`config.mk`:
```
export PLATFORM = sky130hd
export DESIGN_NAME = counter_arbiter
export DESIGN_NICKNAME = d
export VERILOG_FILES = /design/src/rtl/counter_arbiter.sv
export SDC_FILE = /design/constraint.sdc
export NUM_CORES = 1
export LEC_CHECK = 0
export ABC_AREA = 0
export CORE_UTILIZATION = 38
export CTS_CLUSTER_DIAMETER = 100
export DETAILED_ROUTE_END_ITERATION = 12
export MAX_ROUTING_LAYER = met4
export PLACE_DENSITY = 0.89
export SKIP_LAST_GASP = 1
export SYNTH_ARGS = -nofsm -noshare
export SYNTH_HDL_FRONTEND = slang
export SYNTH_SLANG_ARGS = --single-unit
```
`constraint.sdc`:
```
create_clock -name clk_i -period 2.5 [get_ports clk_i]
set_input_delay 0.5 -clock clk_i [delete_from_list [all_inputs] [get_ports clk_i]]
set_output_delay 0.5 -clock clk_i [all_outputs]
set_load 0.02 [all_outputs]
```
`src/rtl/counter_arbiter.sv`:
```
`timescale 1ns/1ps
// Round-robin owner of one shared loadable up-counter: grants a requester, loads its start
// value, waits for terminal count, then pulses done. Optional watchdog: CNT_ARB_WDOG_EN.
module counter_arbiter #(
    parameter int unsigned NREQ  = 4,
    parameter int unsigned WIDTH = 5
) (
    input  logic                      clk_i,
    input  logic                      rst_i,
    input  logic [NREQ-1:0]           req_i,
    input  logic [NREQ*WIDTH-1:0]     req_data_i,
    output logic [NREQ-1:0]           gnt_o,
    output logic [NREQ-1:0]           done_o,
    output logic                      busy_o,
    output logic [$clog2(NREQ)-1:0]   cur_id_o,
    output logic                      cnt_load_o,
    output logic [WIDTH-1:0]          cnt_data_o,
    input  logic [WIDTH-1:0]          cnt_count_i
`ifdef CNT_ARB_WDOG_EN
    ,
    output logic                      err_o
`endif
);

    localparam int unsigned IdW = $clog2(NREQ);

    typedef enum logic [1:0] {StIdle, StLoad, StRun, StDone} state_e;

    state_e           state_q, state_d;
    logic [IdW-1:0]   last_q, last_d;
    logic [IdW-1:0]   cur_id_q, cur_id_d;
    logic [WIDTH-1:0] data_q, data_d;
    logic [IdW-1:0]   sel;
    logic [IdW-1:0]   idx;
    logic             found;

`ifdef CNT_ARB_WDOG_EN
    logic [WIDTH:0]   wdog_q, wdog_d;
`endif

    // First pending requester strictly after the previous owner, wrapping modulo NREQ.
    always_comb begin
        sel   = '0;
        idx   = '0;
        found = 1'b0;
        for (int unsigned k = 1; k <= NREQ; k++) begin
            idx = IdW'((32'(last_q) + k) % NREQ);
            if (!found && req_i[idx]) begin
                found = 1'b1;
                sel   = idx;
            end
        end
    end

    always_comb begin
        state_d    = state_q;
        last_d     = last_q;
        cur_id_d   = cur_id_q;
        data_d     = data_q;
        gnt_o      = '0;
        done_o     = '0;
        cnt_load_o = 1'b0;
`ifdef CNT_ARB_WDOG_EN
        wdog_d     = wdog_q;
        err_o      = 1'b0;
`endif
        unique case (state_q)
            StIdle: begin
                if (found) begin
                    gnt_o    = NREQ'(1) << sel;
                    data_d   = req_data_i[sel*WIDTH +: WIDTH];
                    cur_id_d = sel;
                    state_d  = StLoad;
                end
            end
            StLoad: begin
                cnt_load_o = 1'b1;
                state_d    = StRun;
`ifdef CNT_ARB_WDOG_EN
                wdog_d     = '0;
`endif
            end
            StRun: begin
                if (cnt_count_i == '1) begin
                    state_d = StDone;
                end
`ifdef CNT_ARB_WDOG_EN
                // 2^WIDTH+1 RUN cycles can never happen with a healthy counter.
                else if (wdog_q == {1'b1, {WIDTH{1'b0}}}) begin
                    err_o   = 1'b1;
                    last_d  = cur_id_q;
                    state_d = StIdle;
                end else begin
                    wdog_d = wdog_q + 1'b1;
                end
`endif
            end
            StDone: begin
                done_o  = NREQ'(1) << cur_id_q;
                last_d  = cur_id_q;
                state_d = StIdle;
            end
            default: state_d = StIdle;
        endcase
    end

    always_ff @(posedge clk_i or posedge rst_i) begin
        if (rst_i) begin
            state_q  <= StIdle;
            last_q   <= IdW'(NREQ - 1);
            cur_id_q <= '0;
            data_q   <= '0;
`ifdef CNT_ARB_WDOG_EN
            wdog_q   <= '0;
`endif
        end else begin
            state_q  <= state_d;
            last_q   <= last_d;
            cur_id_q <= cur_id_d;
            data_q   <= data_d;
`ifdef CNT_ARB_WDOG_EN
            wdog_q   <= wdog_d;
`endif
        end
    end

    assign busy_o     = (state_q != StIdle);
    assign cur_id_o   = busy_o ? cur_id_q : '0;
    assign cnt_data_o = data_q;

endmodule
```
==> results.cfg <==
[global_routing]
grt_pass1_vias = 1106
grt_pass1_wl_um = 4747
grt_max_degree = 12
antenna_found_initial = 0
track_usage_pct = 25.77
overflow = 0

[layout]
ff_latch_area_um2 = 277.8
diodes = 0
area_delta_synth_final_pct = 73.80
final_nets = 195
fillCellCount = 149
drive_gt1_share_pct = 25.79
final_util_pct = 73.16
multi_input_area_um2 = 561.8

[placed_design]
place_congestion = 0.7970
hpwl_um = 2218
numPortBuffers = 47

[worst_hold_path]
hold_class = in -> async

[sta]
clock_skew_ns = 0.003094
finalHoldViolations = 0
relSlewSlack_pct = 68.68
tightest_slew_ns = 0.4680
rsz0062_at_grt = yes
period_needed_ns = 2.498
setup_violations = 0
fin_crit_sh_pct = 99.92
max_freq_mhz = 400.3
drv_slew = 0
hold_slack_ns = 0.5154

[yosys]
syn_area_um2 = 859.6
synthAdderAreaFrac_pct = 5.822
synth-edff-count = 0
post-synth-top-count-cell = nor2_1
synthXorXnorAreaFrac_pct = 0
synth_sequential_area_ratio_pct = 32.31
avgSynthCellArea_um2 = 9.144
syn_inst = 94
synth.distinct_cells = 34
synth_seq_cells = 11
synth_top_area_cell = dfrtp_1
netlist_top_cells_count = 11 x nor2_1, 9 x dfrtp_1, 9 x nand2_1
synth-compound-area-share_pct = 23.29
synth_top_area_share_pct = 26.20
synth_top_cells_by_area = dfrtp_1 26%, a211oi_2 7.3%, dfstp_2 6.1%
synth_fp_nets = 129
ys_warn_count = 0
ys.flop_type = dfrtp_1
synthSimpleGateAreaFrac_pct = 26.64
synth_top_family_by_area = simple AND/OR/NAND/NOR gates
async_flop_share_pct = 100.0
synth_mux_area_share_pct = 7.132

[worst_setup_path]
regToRegEndpoint = cnt_data_o[4]
cpMaxStageDelayCell = clkdlybuf4s50_1
worst_r2r_path_depth = 7
critical_path_class = in -> out
worstPathCellList = clkdlybuf4s50_1 -> a21oi_4 -> or3b_4 -> nor4_2 -> buf_4
cpPeakStageDelay_ns = 0.57
crit_fanout = 3
cp.required_ns = 2.00
arrival_ns = 2.00
critPathLaunchType = primary input
timing.rr.start = last_q[1]
endpoint_kind = output port
rrSetupSlack_ns = 0.50

[route]
dr.pass1.iters = 4
routed_wl_um = 2794
via_count = 1004
vias_per_cell = 5.398
drt_drc_violations_left = 0
wl_per_cell_um = 15.02
drt_iter0_drc = 25
ant_nets = 0

[floorplan]
start_util_pct = 42.10
rows = 16
core_um2 = 2042
die_h_um = 49.56
io_pins = 48
dieWidth_um = 49.56
die_area_um2 = 2456

[clock_network]
clock_latency_ns = 0.27
cts.path.max_buffers = 2
htreeDepth = 1
clk_pin_slew_worst_paths_ns = 0.07
cts_tree = built
cts-root-buf = clkbuf_4
numCtsBuffers = 3
ctsHoldBuffers = 0
clock_sinks = 11

[pwr]
combPwrFrac_pct = 68.3
switching_share_pct = 45.04
ir_drop_mv = 0.7162
p_int_uw = 855.0
p_leak_uw = 0.0006613
p_switching_uw = 700.8
clockPowerShare_pct = 7.9
pwr-share-seq_pct = 23.8
power.density_nw_per_um2 = 1041

[flow_run]
maxCapViolations = 0

[outcome]
outcome = complete, no violations
==> area by class of cell <==
type	instances	area share, %
multi-input cells	75	37.60
repair buffers	63	38.27
clock buffers	4	1.759
well taps	27	2.261
flip-flops and latches	11	18.59
inverters	6	1.508
==> power groups by stage <==
stage	logic, uW	clock network [uW]	registers, uW
4_1_cts	1050	125	371
6_report	1060	122	371
2_1_floorplan	552	0	399
5_1_grt	1150	135	383
3_5_place_dp	1040	0	373
3_3_place_gp	989	0	363
==> placed cells by master, fill, tap and decap left out, types with 2 or more instances in the layout <==
master	n
clkdlybuf4s50_1	39
buf_4	17
nor2_1	11
nand2_1	9
dfrtp_1	9
inv_1	6
a211oi_2	6
nor3_1	6
mux2i_1	5
a211oi_1	5
ha_1	4
o21ai_1	3
clkbuf_4	3
dlygate4sd2_1	3
buf_2	3
nor4_2	2
o21ai_0	2
and3_1	2
nor2b_1	2
dfstp_2	2
==> state kept, by name, summed over array words and instances (netlist names) <==
name,cells
cnt_data_o,5
cur_id_q,2
last_q,2
state_q,2
==> worst max-delay path by stage <==
| stage | from | endpoint | slack [ns] | depth (start not counted) |
|---|---|---|---|---|
| finish | req_i[2] | gnt_o[0] | 0.002 | 5 |
| detailed placement | req_i[1] | gnt_o[0] | -0.52 | 6 |
| floorplan | last_q[1] | gnt_o[0] | 0.07 | 5 |
| CTS | req_i[2] | gnt_o[0] | 0.02 | 5 |
| global route | req_i[2] | gnt_o[0] | -0.04 | 5 |
| global placement | req_i[0] | gnt_o[0] | -0.50 | 6 |
==> through the flow <==
stage / total power [uW] / setup WS, ns / TNS, ns / area, um2 / instances
6_report: 1556 / 0.001999 / 0 / 1494 / 186
3_5_place_dp: 1418 / -0.5239 / -2.002 / 1458 / 181
4_1_cts: 1543 / 0.01821 / 0 / 1476 / 185
3_3_place_gp: 1352 / -0.4975 / -1.817 / 1458 / 181
2_1_floorplan: 950.8 / 0.06574 / 0 / 859.6 / 94
5_1_grt: 1668 / -0.04062 / -0.04062 / 1494 / 186
==> worst max-delay path: cells and delay by family <==
| family | cells | cell delay, ns |
|---|---|---|
| AOI/OAI and AO/OA | 1 | 0.05 |
| buffers and inverters | 2 | 0.75 |
| and+or+nand+nor | 2 | 0.69 |
==> per-layer routing <==
metal | GRT usage, % | wire [um]
met5 | - | 0
met4 | 16.19 | 121
met3 | 4.012 | 127
met2 | 44.82 | 1491
met1 | 26.91 | 1054
==> kinds of logic (layout without fill, tap and decap cells) <==
group,Yosys count,in the layout
DFF,11,11
and+or+nand+nor,42,42
AOI/OAI and AO/OA,23,23
adders and majority gates,4,4
buffers and inverters,8,73
muxes,6,6
==> timing repair <==
item	4_1_cts	5_1_grt
resized for setup	24	3
setup endpoints to repair	4	3
pin swaps	1	0
setup buffers	0	1
Power figures use the tool's default switching activity.
